## config.mk

```make
export PLATFORM = sky130hd
export DESIGN_NAME = tiny_cpu_uart_tx
export DESIGN_NICKNAME = d
export VERILOG_FILES = /design/src/rtl/tiny_cpu_uart_tx.sv
export SDC_FILE = /design/constraint.sdc
export NUM_CORES = 1
export LEC_CHECK = 0
export CAP_MARGIN = 20
export CORE_MARGIN = 2
export CORE_UTILIZATION = 45
export CTS_BUF_LIST = sky130_fd_sc_hd__clkbuf_8
export DETAILED_ROUTE_END_ITERATION = 8
export SLEW_MARGIN = 20
export SYNTH_ARGS = -nofsm -noshare
export SYNTH_HDL_FRONTEND = slang
export SYNTH_SLANG_ARGS = --single-unit
export TNS_END_PERCENT = 5
```

## constraint.sdc

```tcl
create_clock -name clk -period 3.39 [get_ports clk]
set_input_delay 0.339 -clock clk [delete_from_list [all_inputs] [get_ports clk]]
set_output_delay 0.339 -clock clk [all_outputs]
set_load 0.02 [all_outputs]
```

## src/rtl/tiny_cpu_uart_tx.sv

```systemverilog
// FIFO-buffered 8N1 serial transmitter between the tiny CPU output register and its pin.
// Define UART_TX_PARITY_EN to add an even-parity bit to every frame (8E1, 11 bit times).
module tiny_cpu_uart_tx #(
  parameter int CLKS_PER_BIT = 16,
  parameter int FIFO_DEPTH   = 4,
  parameter int CNT_W        = 16
) (
  input  logic                          clk,
  input  logic                          rst,
  input  logic [7:0]                    in_data,
  input  logic                          in_valid,
  output logic                          in_ready,
  output logic                          tx,
  output logic                          busy,
  output logic [$clog2(FIFO_DEPTH):0]   fifo_count,
  output logic [2:0]                    dbg_state_o
);

  localparam int AW = $clog2(FIFO_DEPTH);
  localparam logic [AW:0]      FULL_CNT = FIFO_DEPTH[AW:0];
  localparam logic [AW:0]      PTR_ONE  = {{AW{1'b0}}, 1'b1};
  localparam logic [CNT_W-1:0] CNT_ONE  = {{(CNT_W-1){1'b0}}, 1'b1};
  localparam logic [CNT_W-1:0] CNT_TC   = CNT_W'(CLKS_PER_BIT - 1);

  typedef enum logic [2:0] {
    S_IDLE   = 3'd0,
    S_START  = 3'd1,
    S_DATA   = 3'd2,
`ifdef UART_TX_PARITY_EN
    S_PARITY = 3'd3,
`endif
    S_STOP   = 3'd4
  } state_t;

  state_t           state_q;
  logic [CNT_W-1:0] cnt_q;
  logic [2:0]       idx_q;
  logic [7:0]       sr_q;
  logic             tx_q;
  logic [AW:0]      wr_ptr_q;
  logic [AW:0]      rd_ptr_q;
  logic [7:0]       mem_q [FIFO_DEPTH];
`ifdef UART_TX_PARITY_EN
  logic             par_q;
`endif

  logic       fifo_empty;
  logic       push;
  logic       pop;
  logic       bit_done;
  logic [7:0] head;

  // Handshake: a byte transfers on a rising edge where in_valid && in_ready.
  // in_ready depends only on registered state, so a full FIFO never cuts through.
  assign fifo_count  = wr_ptr_q - rd_ptr_q;
  assign fifo_empty  = (fifo_count == '0);
  assign in_ready    = (fifo_count != FULL_CNT);
  assign push        = in_valid && in_ready;
  assign bit_done    = (cnt_q == CNT_TC);
  assign head        = mem_q[rd_ptr_q[AW-1:0]];
  assign pop         = !fifo_empty &&
                       ((state_q == S_IDLE) || ((state_q == S_STOP) && bit_done));
  assign tx          = tx_q;
  assign busy        = (state_q != S_IDLE) || !fifo_empty;
  assign dbg_state_o = state_q;

  always_ff @(posedge clk) begin
    if (push) mem_q[wr_ptr_q[AW-1:0]] <= in_data;
  end

  always_ff @(posedge clk or posedge rst) begin
    if (rst) begin
      state_q  <= S_IDLE;
      cnt_q    <= '0;
      idx_q    <= '0;
      sr_q     <= '0;
      tx_q     <= 1'b1;
      wr_ptr_q <= '0;
      rd_ptr_q <= '0;
`ifdef UART_TX_PARITY_EN
      par_q    <= 1'b0;
`endif
    end else begin
      if (push) wr_ptr_q <= wr_ptr_q + PTR_ONE;
      if (pop)  rd_ptr_q <= rd_ptr_q + PTR_ONE;
      case (state_q)
        S_IDLE: begin
          tx_q <= 1'b1;
          if (pop) begin
            sr_q    <= head;
            cnt_q   <= '0;
            tx_q    <= 1'b0;
            state_q <= S_START;
`ifdef UART_TX_PARITY_EN
            par_q   <= ^head;
`endif
          end
        end
        S_START: begin
          if (bit_done) begin
            cnt_q   <= '0;
            idx_q   <= '0;
            tx_q    <= sr_q[0];
            state_q <= S_DATA;
          end else begin
            cnt_q <= cnt_q + CNT_ONE;
          end
        end
        S_DATA: begin
          if (bit_done) begin
            cnt_q <= '0;
            if (idx_q == 3'd7) begin
`ifdef UART_TX_PARITY_EN
              tx_q    <= par_q;
              state_q <= S_PARITY;
`else
              tx_q    <= 1'b1;
              state_q <= S_STOP;
`endif
            end else begin
              sr_q  <= {1'b0, sr_q[7:1]};
              idx_q <= idx_q + 3'd1;
              tx_q  <= sr_q[1];
            end
          end else begin
            cnt_q <= cnt_q + CNT_ONE;
          end
        end
`ifdef UART_TX_PARITY_EN
        S_PARITY: begin
          if (bit_done) begin
            cnt_q   <= '0;
            tx_q    <= 1'b1;
            state_q <= S_STOP;
          end else begin
            cnt_q <= cnt_q + CNT_ONE;
          end
        end
`endif
        S_STOP: begin
          if (bit_done) begin
            cnt_q <= '0;
            // Chain straight into the next start bit so frames stay back-to-back.
            if (pop) begin
              sr_q    <= head;
              tx_q    <= 1'b0;
              state_q <= S_START;
`ifdef UART_TX_PARITY_EN
              par_q   <= ^head;
`endif
            end else begin
              tx_q    <= 1'b1;
              state_q <= S_IDLE;
            end
          end else begin
            cnt_q <= cnt_q + CNT_ONE;
          end
        end
        default: begin
          tx_q    <= 1'b1;
          state_q <= S_IDLE;
        end
      endcase
    end
  end

endmodule

```

==> reports/summary.txt, run 1 <==
Status = finished clean
Clock buffer depth = 2
IR drop worst, VDD = 461 uV
Final nets = 303
Clock Sinks = 69
Core Area = 7330 sq um
Vias/cell = 5.54
IO Port Bufs = 19
Top sig layer = met4
Library cells used by synthesis = 54
Power Total = 3.41 mW
RSZ-0062 raised after global routing = false
Slew headroom = 34.1%
Max-cap violations = 0
Clk pwr share = 24.0%
Register area share after synthesis = 55.0%
DR WL met3 = 217 microns
Critical Path AT = 2460 ps
TritonCTS clock tree = built
Final ANT Viol Nets = 0
Post-CTS setup buffers = 0
Worst setup EP type = primary output
Wirelength per Cell = 16.2 microns
Switch Pwr = 1.14 mW
Antenna cell count = 0
Final worst path period share = 82.6%
Most frequent cells in the layout = 36 x dfrtp_1, 32 x edfxtp_1, 19 x clkdlybuf4s50_1, 16 x inv_1
Max Clock Freq = 0.357 GHz
Max-slew violations = 0
Post-Syn Instances = 266
Vias post-DR = 2140
Antenna violations before repair = 0
CTS Hold Bufs = 0
DP Wirelength = 4380 microns
P&R area growth vs syn = 14.7%
Setup TNS = 0 ps
# fillers = 626
Ys async rst share = 53.6%
Top FF cell, synth = dfrtp_1
Pint = 2.27 mW
First-pass GRT wire length = 10600 microns
Synth Register Bits = 69
Mapped Avg Cell Area = 12.9 sq um
Grt total ovfl = 0
IO Count = 20
Ys Warns = 0
Slew @ Worst Pin = 988 ps
# rows = 31
Die ar. = 8350 sq um
Worst Setup Path Type = reg2out
Final wirelength = 6270 microns
Die height = 91.4 microns
Hold WC Path Type = in2async
Total CTS buffers = 9
Hold Vio Cnt, Final = 0
Initial Utilization = 46.9%
Period minus WS final = 2800 ps
CP Data Required Time = 3050 ps
Sw frac = 33.4%
Clk root buf = clkbuf_8
Pin count of the biggest net entering global routing = 38
Commonest non-fill, non-tap cell in the layout = dfrtp_1
RD Place Congestion = 0.766
Post-cts resize count = 0
Area of the mapped netlist = 3440 sq um
Met1 WL = 2870 microns
Fraction of layout cells with a size suffix above 1 = 17.8%
H-tree lvl count = 3
EDFF count, synth = 32
Crit path max fanout = 5
Worst-path clk slew = 70 ps
Net Count, Synth = 287
PD cells = 866 nW/um^2
Setup violators final = 0
Clock Latency Late Sink = 340 ps
Die W = 91.4 microns
Drt pass-1 iters = 4
Initial drt markers = 80
Met2 routed WL = 3080 microns
Post-route DRC violation count = 0
Comb pwr share = 38.2%
Gr usage total = 16.2%
Max Clock Skew = 8.29 ps
Flop pwr share = 37.9%
CP startpoint kind = flip-flop
Vias in the first global route = 2209
Leak pwr = 1.59 nW
[cells in the mapped netlist, types with 2 or more instances]
| cell | number | share of area (%) |
|---|---|---|
| dfrtp_1 | 36 | 26 |
| mux4_2 | 8 | 5.2 |
| nor2_1 | 6 | 0.66 |
| buf_1 | 2 | 0.22 |
| xor2_1 | 3 | 0.76 |
| a22o_1 | 4 | 1.0 |
| a31o_2 | 3 | 0.76 |
| edfxtp_1 | 32 | 28 |
| nor3_1 | 4 | 0.58 |
| or3_1 | 2 | 0.36 |
| buf_2 | 8 | 1.2 |
| and4_1 | 3 | 0.76 |
| and3_1 | 5 | 0.91 |
| a21oi_1 | 5 | 0.73 |
| a31oi_1 | 10 | 1.8 |
| nor4_4 | 2 | 1.2 |
| nand2_1 | 15 | 1.6 |
| inv_1 | 16 | 1.7 |
| ha_1 | 9 | 3.3 |
| mux2_2 | 15 | 4.9 |
| clkbuf_1 | 6 | 0.66 |
| nand3_1 | 11 | 1.6 |
| o22ai_1 | 3 | 0.55 |
| nand4_1 | 10 | 1.8 |
| o21ai_0 | 4 | 0.58 |
| a21o_1 | 2 | 0.44 |
| and2_1 | 8 | 1.5 |
| mux2i_1 | 8 | 2.3 |
[kinds of logic after synthesis]
kind of cell / after synthesis / synth area share, %
fa+ha+maj: 11 / 4.15
flops: 69 / 55.0
mux: 32 / 12.8
compound gates: 42 / 9.43
xor+xnor: 5 / 1.68
simple gates: 74 / 13.0
buf+inv: 33 / 4.01
[through the flow]
stage | hold WS (ps) | setup slack (ps) | instances | util (%) | cell area, sq um
final | 408 | 590 | 386 | 53.8 | 3940
after global routing | 477 | 423 | 386 | 53.8 | 3940
after CTS | 428 | 571 | 386 | 53.8 | 3940
after detailed placement | 470 | 699 | 370 | 50.4 | 3690
after global placement | 468 | 786 | 370 | 50.4 | 3690
after floorplan | 438 | 950 | 266 | - | 3440
[metal layers]
metal | GRT usage [%] | up-vias
met4 | 5.68 | 0
met5 | 0 | -
li1 | - | 1036
met3 | 4.81 | 10
met2 | 26.2 | 33
met1 | 20.6 | 1061
[area by class of cell]
type | instances | area, sq um | share of cell area, %
Tap cell | 99 | 124 | 3.14
Clock inverter | 6 | 110 | 2.79
Clock buffer | 10 | 138 | 3.49
Sequential cell | 69 | 1890 | 47.9
Inverter | 16 | 60.1 | 1.52
Timing Repair Buffer | 22 | 213 | 5.40
Multi-Input combinational cell | 164 | 1410 | 35.8
[power groups by stage]
| stage | Combinational [mW] | Sequential [mW] | Clock [mW] |
|---|---|---|---|
| after floorplan | 1.01 | 1.25 | 0 |
| after global placement | 1.29 | 1.31 | 0 |
| after detailed placement | 1.32 | 1.31 | 0 |
| after CTS | 1.33 | 1.30 | 0.842 |
| after global routing | 1.45 | 1.33 | 0.866 |
| final | 1.30 | 1.29 | 0.818 |
[worst paths after layout]
check	from	endpoint	slack, ps	depth (start not counted)
min in group clk	rd_ptr_q[2]$_DFFE_PP0P_	rd_ptr_q[2]$_DFFE_PP0P_	480	1
hold / removal	rst	rd_ptr_q[0]$_DFFE_PP0P_	410	3
max in group asynchronous	rst	tx$_DFFE_PP1P_	2620	3
hold reg to reg	rd_ptr_q[2]$_DFFE_PP0P_	rd_ptr_q[2]$_DFFE_PP0P_	480	1
setup reg to reg	wr_ptr_q[0]$_DFFE_PP0P_	mem_q[3][6]$_DFFE_PP_	720	7
setup / recovery	wr_ptr_q[0]$_DFFE_PP0P_	in_ready	590	7
[sequential cells by signal, summed over array words and instances, names as in the netlist]
name / flops
wr_ptr_q: 3
idx_q: 3
cnt_q: 16
sr_q: 8
mem_q: 32
dbg_state_o: 3
rd_ptr_q: 3
tx: 1
[worst max-delay path: stages (launching register included)]
cell and delay [ps]:
dfrtp_1 370, inv_1 110, ha_1 220, fa_1 380
xnor3_1 270, inv_1 110, nand2_1 80, clkdlybuf4s50_1 590
Note: power is estimated with default switching activity, not from simulation.
==> inputs of run 2 (changes only) <==
- PLACE_DENSITY: default -> 0.65
- clock period: 3.39 -> 2.35 ns (I/O delays scaled with it)
==> run 2 against run 1 <==
Compared with the run above:
- setup slack lost 470 ps
- critical path depth grew 1
- count of clock-buffer cells in the layout shrank 1
- combinational power grew 65%
- wire length grew 0.73%
- clock power grew 34%
- die area is the same
- non-clock buffer count grew 11
- sequential cell count is the same
- sequential power grew 41%
- largest power group unchanged
==> reports/summary.txt, run 2 (synthesis gave the netlist of run 1 again) <==
Hold Vio Cnt, Final = 0
IR drop worst, VDD = 765 uV
IO Port Bufs = 19
Grt total ovfl = 0
Max Clock Freq = 0.449 GHz
Post-route DRC violation count = 0
Worst Setup Path Type = reg2reg
PD cells = 1250 nW/um^2
RSZ-0062 raised after global routing = true
Die height = 91.4 microns
RD Place Congestion = 0.822
Vias/cell = 5.51
TritonCTS clock tree = built
Final worst path period share = 94.8%
PnR worst setup slack = 123 ps
Pre-CTS setup slack = -43.9 ps
Setup TNS = 0 ps
CTS Hold Bufs = 0
Gr usage total = 16.1%
Clock buffer depth = 2
Final nets = 314
CP startpoint kind = flip-flop
Busiest grt layer = met2
Max-slew violations = 0
Vias in the first global route = 2123
Final wirelength = 6310 microns
R2R setup slack = 120 ps
Final core utilization = 55.3%
Clock Sinks = 69
Slew @ Worst Pin = 495 ps
Setup violators final = 0
Most frequent cells in the layout = 36 x dfrtp_1, 32 x edfxtp_1
Core Area = 7330 sq um
Power Total = 5.07 mW
Max reg flops = 32
DP Wirelength = 4420 microns
Total CTS buffers = 9
Period minus WS final = 2230 ps
P&R area growth vs syn = 17.9%
Antenna cell count = 0
Worst setup EP type = flip-flop
CP Data Required Time = 2580 ps
Global Route met1 Usage = 21.5%
Vias post-DR = 2186
Hold slack = 294 ps
H-tree lvl count = 3
Post-cts resize count = 6
IO Count = 20
Die ar. = 8350 sq um
Hold WC Path Type = in2async
Critical Path AT = 2460 ps
First-pass GRT wire length = 10500 microns
Max Clock Skew = 7.08 ps
Pin count of the biggest net entering global routing = 38
Slew headroom = 67.0%
Leak pwr = 1.66 nW
Drt pass-1 iters = 4
Initial Utilization = 46.9%
Die W = 91.4 microns
Wirelength per Cell = 15.9 microns
# rows = 31
Antenna violations before repair = 0
Commonest non-fill, non-tap cell in the layout = dfrtp_1
Initial drt markers = 92
Worst-path clk slew = 80 ps
Final ANT Viol Nets = 0
Routing usage on met2 = 24.8%
R2r endpoint = sr_q[6]$_DFFE_PP0P_
Worst flop-to-flop path startpoint = wr_ptr_q[0]$_DFFE_PP0P_
Crit path max fanout = 8
Post-CTS setup buffers = 0
Met3 GRT Util = 4.23%
Clk root buf = clkbuf_8
# fillers = 603
Clock Latency Late Sink = 350 ps
Status = finished clean
Reg2Reg Depth = 8
Max-cap violations = 0
Fraction of layout cells with a size suffix above 1 = 24.8%
run 2: final cells by class:
type	instances	area, sq um	area share [%]
Inverter	16	60.1	1.48
Tap cell	99	124	3.06
Timing Repair Buffer	33	295	7.29
Clock inverter	7	104	2.56
Clock buffer	9	124	3.06
Multi-Input combinational cell	164	1460	35.9
Sequential cell	69	1890	46.6
run 2: report_power, final:
part / leakage [nW] / internal [mW] / switching, mW
Sequential: 0.766 / 1.62 / 0.202
Combinational: 0.782 / 1.05 / 1.10
Clock: 0.115 / 0.612 / 0.490
run 2: critical path, stage by stage, from the launching register on:
cell	delay, ps
dfrtp_1	350
inv_1	50
ha_1	200
fa_1	370
xnor3_1	230
inv_2	150
o21ai_4	90
o32ai_4	270
mux2_2	400
run 2: worst max-delay path by stage:
stage / start / end / slack, ps / depth (start not counted)
after CTS: wr_ptr_q[0]$_DFFE_PP0P_ / in_ready / -30 / 7
after global routing: wr_ptr_q[0]$_DFFE_PP0P_ / sr_q[6]$_DFFE_PP0P_ / -5 / 8
after global placement: wr_ptr_q[0]$_DFFE_PP0P_ / mem_q[0][4]$_DFFE_PP_ / 60 / 7
after detailed placement: wr_ptr_q[0]$_DFFE_PP0P_ / mem_q[0][3]$_DFFE_PP_ / -40 / 7
final: wr_ptr_q[0]$_DFFE_PP0P_ / sr_q[6]$_DFFE_PP0P_ / 120 / 8
after floorplan: wr_ptr_q[0]$_DFFE_PP0P_ / mem_q[0][0]$_DFFE_PP_ / 50 / 7
run 2: per-layer routing:
| metal | routed length (microns) | share of wire, % | up-vias |
|---|---|---|---|
| li1 | - | - | 1065 |
| met1 | 2940 | 47 | 1067 |
| met2 | 3020 | 48 | 46 |
| met3 | 254 | 4.0 | 8 |
| met4 | 99 | 1.6 | 0 |
| met5 | 0 | 0 | - |
run 2: per-stage QoR:
step,instance area [sq um],std cells
3_5_place_dp,3790,381
3_3_place_gp,3790,381
2_1_floorplan,3440,266
6_report,4050,397
5_1_grt,4050,397
4_1_cts,4020,397
